$ cat config.mk
export PLATFORM = sky130hd
export DESIGN_NAME = ram_port_arbiter_flat
export DESIGN_NICKNAME = d
export VERILOG_FILES = /design/src/rtl/ram_port_arbiter_if.sv /design/src/rtl/ram_port_arbiter.sv /design/src/flat_wrapper.sv
export SDC_FILE = /design/constraint.sdc
export NUM_CORES = 1
export LEC_CHECK = 0
export CORE_ASPECT_RATIO = 1.4
export CORE_MARGIN = 5
export CORE_UTILIZATION = 40
export CTS_BUF_LIST = sky130_fd_sc_hd__clkbuf_2 sky130_fd_sc_hd__clkbuf_4 sky130_fd_sc_hd__clkbuf_8
export CTS_CLUSTER_DIAMETER = 40
export DETAILED_ROUTE_END_ITERATION = 10
export HOLD_SLACK_MARGIN = 0.05
export PLACE_DENSITY = 0.88
export SYNTH_ARGS = -nofsm -noshare
export SYNTH_HDL_FRONTEND = slang
export SYNTH_SLANG_ARGS = --single-unit
export TNS_END_PERCENT = 50
$ cat constraint.sdc
create_clock -name i_clk -period 1.5 [get_ports i_clk]
set_input_delay 0.3 -clock i_clk [delete_from_list [all_inputs] [get_ports i_clk]]
set_output_delay 0.3 -clock i_clk [all_outputs]
set_load 0.1 [all_outputs]
$ cat src/rtl/ram_port_arbiter_if.sv
// Requester-side command port for ram_port_arbiter: one command in flight,
// held until a single-cycle ack.
interface ram_port_arbiter_if #(
  parameter int AW = 6,
  parameter int DW = 16
);
  logic          req;
  logic          we;
  logic [AW-1:0] addr;
  logic [DW-1:0] wdata;
  logic          ack;
  logic [DW-1:0] rdata;

  modport master (output req, we, addr, wdata, input ack, rdata);
  modport slave  (input req, we, addr, wdata, output ack, rdata);
endinterface

$ cat src/rtl/ram_port_arbiter.sv
// Two-requester round-robin arbiter in front of a single-port RAM
// (async read, sync write); one registered access per granted command.
//
// state   | meaning
// --------+----------------------------------------------------------
// S_IDLE  | no access in flight; grant on req, rr pointer breaks ties
// S_ACC_A | RAM access cycle for A's latched command; ack A at close
// S_ACC_B | RAM access cycle for B's latched command; ack B at close
module ram_port_arbiter #(
  parameter int AW = 6,
  parameter int DW = 16
) (
  input  logic              i_clk,
  input  logic              i_rst_n,
  ram_port_arbiter_if.slave i_a,
  ram_port_arbiter_if.slave i_b,
  output logic              o_ram_we,
  output logic [AW-1:0]     o_ram_addr,
  output logic [DW-1:0]     o_ram_di,
  input  logic [DW-1:0]     i_ram_do
);

  typedef enum logic [1:0] {S_IDLE, S_ACC_A, S_ACC_B} state_t;

  state_t        r_state;
  state_t        w_state_nxt;
  logic          w_grant_a;
  logic          w_grant_b;
  logic          r_rr_b;
  logic          r_cmd_we;
  logic [AW-1:0] r_cmd_addr;
  logic [DW-1:0] r_cmd_wdata;
  logic          r_a_ack;
  logic          r_b_ack;
  logic [DW-1:0] r_a_rdata;
  logic [DW-1:0] r_b_rdata;

  // Closing an access only looks at the other requester, so a requester
  // still holding req while it sees its ack cannot win twice in a row.
  always_comb begin
    w_grant_a = 1'b0;
    w_grant_b = 1'b0;
    case (r_state)
      S_IDLE: begin
        if (i_a.req && (!i_b.req || !r_rr_b)) w_grant_a = 1'b1;
        else if (i_b.req)                     w_grant_b = 1'b1;
      end
      S_ACC_A: w_grant_b = i_b.req;
      S_ACC_B: w_grant_a = i_a.req;
      default: ;
    endcase
    w_state_nxt = S_IDLE;
    if (w_grant_a)      w_state_nxt = S_ACC_A;
    else if (w_grant_b) w_state_nxt = S_ACC_B;
  end

  always_ff @(posedge i_clk or negedge i_rst_n) begin
    if (!i_rst_n) begin
      r_state     <= S_IDLE;
      r_rr_b      <= 1'b0;
      r_cmd_we    <= 1'b0;
      r_cmd_addr  <= '0;
      r_cmd_wdata <= '0;
      r_a_ack     <= 1'b0;
      r_b_ack     <= 1'b0;
      r_a_rdata   <= '0;
      r_b_rdata   <= '0;
    end else begin
      r_state <= w_state_nxt;
      r_a_ack <= 1'b0;
      r_b_ack <= 1'b0;
      if (r_state == S_ACC_A) begin
        r_a_ack <= 1'b1;
        r_rr_b  <= 1'b1;
        if (!r_cmd_we) r_a_rdata <= i_ram_do;
      end
      if (r_state == S_ACC_B) begin
        r_b_ack <= 1'b1;
        r_rr_b  <= 1'b0;
        if (!r_cmd_we) r_b_rdata <= i_ram_do;
      end
      if (w_grant_a) begin
        r_cmd_we    <= i_a.we;
        r_cmd_addr  <= i_a.addr;
        r_cmd_wdata <= i_a.wdata;
      end else if (w_grant_b) begin
        r_cmd_we    <= i_b.we;
        r_cmd_addr  <= i_b.addr;
        r_cmd_wdata <= i_b.wdata;
      end
    end
  end

  // Gated by state so reset kills an in-flight write without waiting for a clock.
  assign o_ram_we   = r_cmd_we & (r_state != S_IDLE);
  assign o_ram_addr = r_cmd_addr;
  assign o_ram_di   = r_cmd_wdata;

  assign i_a.ack   = r_a_ack;
  assign i_a.rdata = r_a_rdata;
  assign i_b.ack   = r_b_ack;
  assign i_b.rdata = r_b_rdata;

endmodule

$ cat src/flat_wrapper.sv
// flat-port wrapper written by rule: the top's interface ports become plain ports
module ram_port_arbiter_flat 
#(
  parameter int AW = 6,
  parameter int DW = 16
)
  (i_clk, i_rst_n, o_ram_we, o_ram_addr, o_ram_di, i_ram_do, i_a_req, i_a_we, i_a_addr, i_a_wdata, i_a_ack, i_a_rdata, i_b_req, i_b_we, i_b_addr, i_b_wdata, i_b_ack, i_b_rdata);
  ram_port_arbiter_if #(.AW(AW), .DW(DW)) i_a_i ();
  ram_port_arbiter_if #(.AW(AW), .DW(DW)) i_b_i ();
  input  logic i_clk;
  input  logic i_rst_n;
  output logic o_ram_we;
  output logic [AW-1:0] o_ram_addr;
  output logic [DW-1:0] o_ram_di;
  input  logic [DW-1:0] i_ram_do;
  input wire logic [$bits(i_a_i.req)-1:0] i_a_req;
  input wire logic [$bits(i_a_i.we)-1:0] i_a_we;
  input wire logic [$bits(i_a_i.addr)-1:0] i_a_addr;
  input wire logic [$bits(i_a_i.wdata)-1:0] i_a_wdata;
  output wire logic [$bits(i_a_i.ack)-1:0] i_a_ack;
  output wire logic [$bits(i_a_i.rdata)-1:0] i_a_rdata;
  input wire logic [$bits(i_b_i.req)-1:0] i_b_req;
  input wire logic [$bits(i_b_i.we)-1:0] i_b_we;
  input wire logic [$bits(i_b_i.addr)-1:0] i_b_addr;
  input wire logic [$bits(i_b_i.wdata)-1:0] i_b_wdata;
  output wire logic [$bits(i_b_i.ack)-1:0] i_b_ack;
  output wire logic [$bits(i_b_i.rdata)-1:0] i_b_rdata;
  assign i_a_i.req = i_a_req;
  assign i_a_i.we = i_a_we;
  assign i_a_i.addr = i_a_addr;
  assign i_a_i.wdata = i_a_wdata;
  assign i_a_ack = i_a_i.ack;
  assign i_a_rdata = i_a_i.rdata;
  assign i_b_i.req = i_b_req;
  assign i_b_i.we = i_b_we;
  assign i_b_i.addr = i_b_addr;
  assign i_b_i.wdata = i_b_wdata;
  assign i_b_ack = i_b_i.ack;
  assign i_b_rdata = i_b_i.rdata;
  ram_port_arbiter #(.AW(AW), .DW(DW)) u_core (.i_clk(i_clk), .i_rst_n(i_rst_n), .i_a(i_a_i), .i_b(i_b_i), .o_ram_we(o_ram_we), .o_ram_addr(o_ram_addr), .o_ram_di(o_ram_di), .i_ram_do(i_ram_do));
endmodule
==> results.ini, run 1 <==
[clocking]
cts-buffers-inserted = 9
clk-insertion-delay-late_ns = 0.33
cts_tree = done
h-tree-depth = 3
root_buffer = clkbuf_8
clk_pin_slew_worst_paths_ns = 0.07
clk_path_buf_depth = 2
cts_sinks = 60

[synth]
synthCells = 231
synth_top_area_share_pct = 52.1
avgSynthCellArea_um2 = 12.5
yosysSeqAreaShare_pct = 52.1
syn-cell-area_mm2 = 0.00288
syn-num-nets = 300
yosysTopAreaCell = dfrtp_1
synth_warnings = 0
synth_cell_types = 25
ys_ff_latch = 60
synth.top_cells.by_area = dfrtp_1 (52%), mux2_1 (13%), o211ai_1 (12%), a31oi_2 (8.7%), nor3_1 (4.0%)

[timing]
worst_slack_ns = -0.163
post-route-min-period_ns = 1.66
worst_pin_slew_ns = 0.413
setup_viol = 41
fin_crit_sh_pct = 111
hold_viol = 0
whs_ns = 0.524
fin_skew_ns = 0.00885
relSlewSlack_pct = 72.5
fmax_mhz = 601
finalMaxSlewViolations = 0
grt_setup_unrepaired = true

[worst_setup_path]
crit_family = compound AO/OA/AOI/OAI gates
critPathBufInv = 3
worstPathArrival_ns = 1.91
cpPeakStageDelay_ns = 0.36
r2r_start = u_core.r_state[1]
worstPathRequired_ns = 1.75
path_class = flop to flop
cpMostUsedCell = buf_12
r2r_slack_ns = -0.16
start_kind = flop
r2r_cells = 7
path_max_fanout = 6
crit_slowest_cell = dfrtp_1
cp_cell_sequence = inv_2 > ha_4 > buf_12 > o21a_4 > or2_4 > buf_12 > a31oi_4
cp-end-kind = flop
r2r-end = u_core.o_ram_di[9]

[global_route]
grt-ovfl-total = 0
grt_max_degree = 34
grt_pass1_vias = 2873
grt_pass1_wl_um = 14700
antenna_found_initial = 0
gr-usage-all-layers_pct = 21.0

[layout]
fill_cells = 363
fin_util_pct = 78.4
syn_to_final_growth_pct = 89.9
diodes = 0
final_cell_area_mm2 = 0.00548
final_nets = 439
layout-drive-gt1-share_pct = 40.4

[route]
dr.pass1.iters = 4
drcViolationCount = 0
via_per_inst = 5.52
antenna_left = 0
drtIter0Drc = 96
vias = 2588
wl_um = 9680
routedWlPerCell_um = 20.6

[floorplan]
dieHeight_um = 110
fp.coreArea_mm2 = 0.00698
die_area_mm2 = 0.00903
row_count = 36
die_w_um = 81.8
initial_utilization_pct = 41.3
ioPinCount = 123

[placed_design]
dp_slack_ns = -0.193
io_buffer_count = 122
place_area_mm2 = 0.00487
dp_hpwl_um = 6420
gp_congestion = 0.816

[run_status]
status = finished, violations left
violations = setup timing

[min_path]
hold_path.class = primary input to asynchronous set/reset pin

[job]
max_cap_viol_count = 0

==> worst register-to-register path: cells and delay by family (launching register included) <==
kind	cells	cell delay (ns)
buffers and inverters	3	0.36
adder cells (fa/ha/maj)	1	0.17
AO/OA/AOI/OAI	2	0.39
flip-flops	1	0.36
AND/OR/NAND/NOR	1	0.31
==> registers in the layout, summed over array words and instances, names as in the netlist <==
name / cells
u_core.o_ram_di: 16
u_core.i_b.rdata: 16
u_core.r_cmd_we: 1
u_core.i_a.rdata: 16
u_core.i_a.ack: 1
u_core.o_ram_addr: 6
u_core.r_rr_b: 1
u_core.i_b.ack: 1
u_core.r_state: 2
==> layout by cell type, fill, tap and decap left out, types with 2 or more instances in the layout <==
cell | netlist | routed
a31oi_2 | 20 | 12
clkdlybuf4s50_1 | 0 | 64
ha_4 | 0 | 3
o21a_4 | 1 | 2
nor3_2 | 0 | 12
buf_12 | 0 | 64
and2_1 | 2 | 2
a31oi_4 | 0 | 11
clkbuf_8 | 0 | 9
inv_2 | 0 | 2
bufinv_16 | 0 | 2
buf_8 | 0 | 2
clkinv_2 | 0 | 2
o211ai_1 | 46 | 46
buf_4 | 1 | 17
nor3_1 | 23 | 11
mux2_1 | 32 | 32
buf_6 | 4 | 4
dfrtp_1 | 60 | 60
==> cells in the mapped netlist <==
cell type / number
a21boi_2: 1
a21oi_1: 1
a31oi_1: 3
a31oi_2: 20
and2_1: 2
buf_1: 1
buf_2: 8
buf_4: 1
buf_6: 4
clkbuf_1: 12
dfrtp_1: 60
ha_1: 3
inv_1: 2
mux2_1: 32
nand2_1: 2
nand2b_1: 1
nor2_1: 1
nor2b_1: 3
nor3_1: 23
o211ai_1: 46
o21a_2: 1
o21a_4: 1
o21ai_0: 1
o21ai_1: 1
or2_1: 1
==> layer usage <==
| layer | GRT usage, % | routed length (µm) |
|---|---|---|
| met5 | 0 | 0 |
| met2 | 36.9 | 5360 |
| met1 | 23.3 | 3470 |
| met3 | 5.62 | 605 |
| met4 | 8.31 | 248 |
==> layout make-up <==
type / instances / area, µm² / area share [%]
Clock buffer: 10 / 131 / 2.40
Tap cell: 95 / 119 / 2.17
Multi-Input combinational cell: 143 / 1470 / 26.9
Clock inverter: 5 / 77.6 / 1.42
Timing Repair Buffer: 154 / 2160 / 39.5
Inverter: 2 / 7.51 / 0.137
Sequential cell: 60 / 1500 / 27.4
==> what timing repair did <==
| item | in CTS | in global routing |
|---|---|---|
| hold buffers | 1 | 0 |
| pin swaps | 15 | 8 |
| gates cloned | 3 | 1 |
| endpoints found under the setup margin | 42 | 56 |
| buffers inserted | 7 | 0 |
| hold endpoints to repair | 60 | 0 |
| gates resized for setup | 30 | 23 |
==> through the flow <==
stage          cells  TNS, ns
3_5_place_dp     444    -3.26
2_1_floorplan    231    -1.61
6_report         469    -3.97
5_1_grt          469    -7.22
3_3_place_gp     444    -1.83
4_1_cts          470    -3.69
==> cell families after synthesis <==
kind of cell | after synthesis | synth area share (%)
flops | 60 | 52.1
buf+inv | 28 | 5.16
mux | 32 | 12.5
fa+ha+maj | 3 | 1.30
simple gates | 33 | 5.90
compound gates | 75 | 23.0
==> worst max path at each step <==
stage,from,to,slack [ns],cells after the start
4_1_cts,u_core.r_state[1],o_ram_we,-0.14,5
2_1_floorplan,u_core.r_state[1],u_core.o_ram_addr[0],-0.05,7
3_3_place_gp,i_a_req,u_core.o_ram_di[8],-0.10,5
5_1_grt,u_core.r_state[0],u_core.o_ram_di[9],-0.22,7
3_5_place_dp,i_a_req,u_core.o_ram_di[8],-0.19,5
6_report,u_core.r_state[1],u_core.o_ram_di[9],-0.16,7
Power of run 1 is left out: the tool's default activity adds up to more than one toggle a clock period on the data nets, which glitch-free logic cannot reach.
==> run 2, diff against run 1 <==
- CORE_ASPECT_RATIO: 1.4 -> unset
==> run 2 against run 1 <==
Compared with the run above: the run still ends with setup timing left; flip-flop and latch count unchanged; hold slack improved by 0.032 ns; worst setup slack got worse by 0.0032 ns; global-route usage decreased by 0.58 points; largest cell class unchanged.
==> results.ini, run 2 (synthesis gave the netlist of run 1 again) <==
[placed_design]
io_buffer_count = 122
dp_hpwl_um = 6630
place_area_mm2 = 0.00490
gp_congestion = 0.789
dpl.cell_count = 451

[global_route]
grt_pass1_vias = 2725
grt_util_met2_pct = 34.7
busiest_layer = met2
use_met3_pct = 5.58
grt_max_degree = 31
grt-ovfl-total = 0
use_met1_pct = 24.1
antenna_found_initial = 0
gr-usage-all-layers_pct = 20.5
grt_pass1_wl_um = 14100

[floorplan]
fp.coreArea_mm2 = 0.00714
dieHeight_um = 94.9
row_count = 31
ioPinCount = 123
die_area_mm2 = 0.00901
die_w_um = 94.9
initial_utilization_pct = 40.4

[route]
vias = 2619
antenna_left = 0
via_per_inst = 5.51
drtIter0Drc = 90
routedWlPerCell_um = 20.6
drcViolationCount = 0
dr.pass1.iters = 4
wl_um = 9770

[timing]
relSlewSlack_pct = 74.0
post-route-min-period_ns = 1.67
finalMaxSlewViolations = 0
setup_viol = 43
fin_skew_ns = 0.00829
worst_slack_ns = -0.166
grt_setup_unrepaired = true
hold_viol = 0
worst_pin_slew_ns = 0.390
fmax_mhz = 600
fin_crit_sh_pct = 111

[worst_setup_path]
worstPathRequired_ns = 1.74
path_class = flop to flop
worstPathArrival_ns = 1.91
cp-end-kind = flop
path_max_fanout = 6
start_kind = flop

[layout]
fill_cells = 420
diodes = 0
final_common_cell = clkdlybuf4s50_1
layout_common_cells = clkdlybuf4s50_1 (64), buf_12 (60), dfrtp_1 (60)
layoutNonFillerInstCount = 475
final_cell_area_mm2 = 0.00556
syn_to_final_growth_pct = 92.9
layout-drive-gt1-share_pct = 47.6
final_nets = 441

[clocking]
cts_sinks = 60
h-tree-depth = 3
cts_tree = done
root_buffer = clkbuf_8
clk_path_buf_depth = 2
clk-insertion-delay-late_ns = 0.33
cts-buffers-inserted = 9
clk_pin_slew_worst_paths_ns = 0.07

[run_status]
status = finished, violations left
violations = setup timing

[job]
max_cap_viol_count = 0

[min_path]
hold_path.class = flop to flop

==> run 2: cell count changes in the layout (fill, tap and decap cells not counted), moves of 3 or more <==
cell and change:
a31oi_2 +6, a31oi_4 -7, buf_12 -4, buf_6 +3
mux2_1 -21, mux2_4 +21, nor3_1 -6, nor3_2 +4
==> run 2: layout make-up <==
cell class                      instances  area (µm²)  share of cell area [%]
Timing Repair Buffer                  156        2160                    38.9
Multi-Input combinational cell        143        1530                    27.5
Sequential cell                        60        1500                    27.0
Clock buffer                           10         138                    2.47
Tap cell                               99         124                    2.23
Clock inverter                          5         100                    1.80
Inverter                                2        7.51                   0.135
==> run 2: routing by layer <==
layer	vias up	routed length, µm	share of wire, %
met2	129	4950	51
li1	1163	-	-
met5	-	0	0
met1	1305	3920	40
met3	22	662	6.8
met4	0	233	2.4
==> run 2: final timing paths <==
kind | endpoint | startpoint | slack (ns) | cells past startpoint
worst min-delay path | u_core.i_a.rdata[1] | u_core.i_a.rdata[1] | 0.56 | 1
min in group asynchronous | u_core.i_b.rdata[3] | i_rst_n | 0.58 | 3
worst min register to register | u_core.i_a.rdata[1] | u_core.i_a.rdata[1] | 0.56 | 1
max in group asynchronous | u_core.o_ram_di[0] | i_rst_n | 0.63 | 3
worst max register to register | u_core.o_ram_addr[5] | u_core.r_state[0] | -0.17 | 7
worst max-delay path | u_core.o_ram_addr[5] | u_core.r_state[0] | -0.17 | 7
==> run 2: per-stage QoR <==
stage,TNS [ns],setup slack (ns),util (%),hold WS [ns]
2_1_floorplan,-1.61,-0.0516,-,0.00441
4_1_cts,-2.56,-0.157,73.8,0.543
3_3_place_gp,-2.33,-0.120,68.7,0.335
6_report,-3.23,-0.166,77.9,0.556
5_1_grt,-5.75,-0.192,77.9,0.588
3_5_place_dp,-4.22,-0.190,68.7,0.345
==> run 2: worst max-delay path, stage by stage (launching register included) <==
cell and delay [ns]:
dfrtp_1 0.37, inv_2 0.07, ha_4 0.17, buf_4 0.15, o21a_4 0.21, or2_4 0.29
buf_8 0.16, a31oi_2 0.15
==> run 2: timing repair <==
item                                   4_1_cts  5_1_grt
buffers inserted                             3        1
resized for setup                           22       49
setup endpoints to repair                   53       57
endpoints found under the hold margin       60        0
pin swaps                                    2        4
gates cloned                                 1        3
hold buffers                                 1        0
Power of run 2 is left out for the same reason.
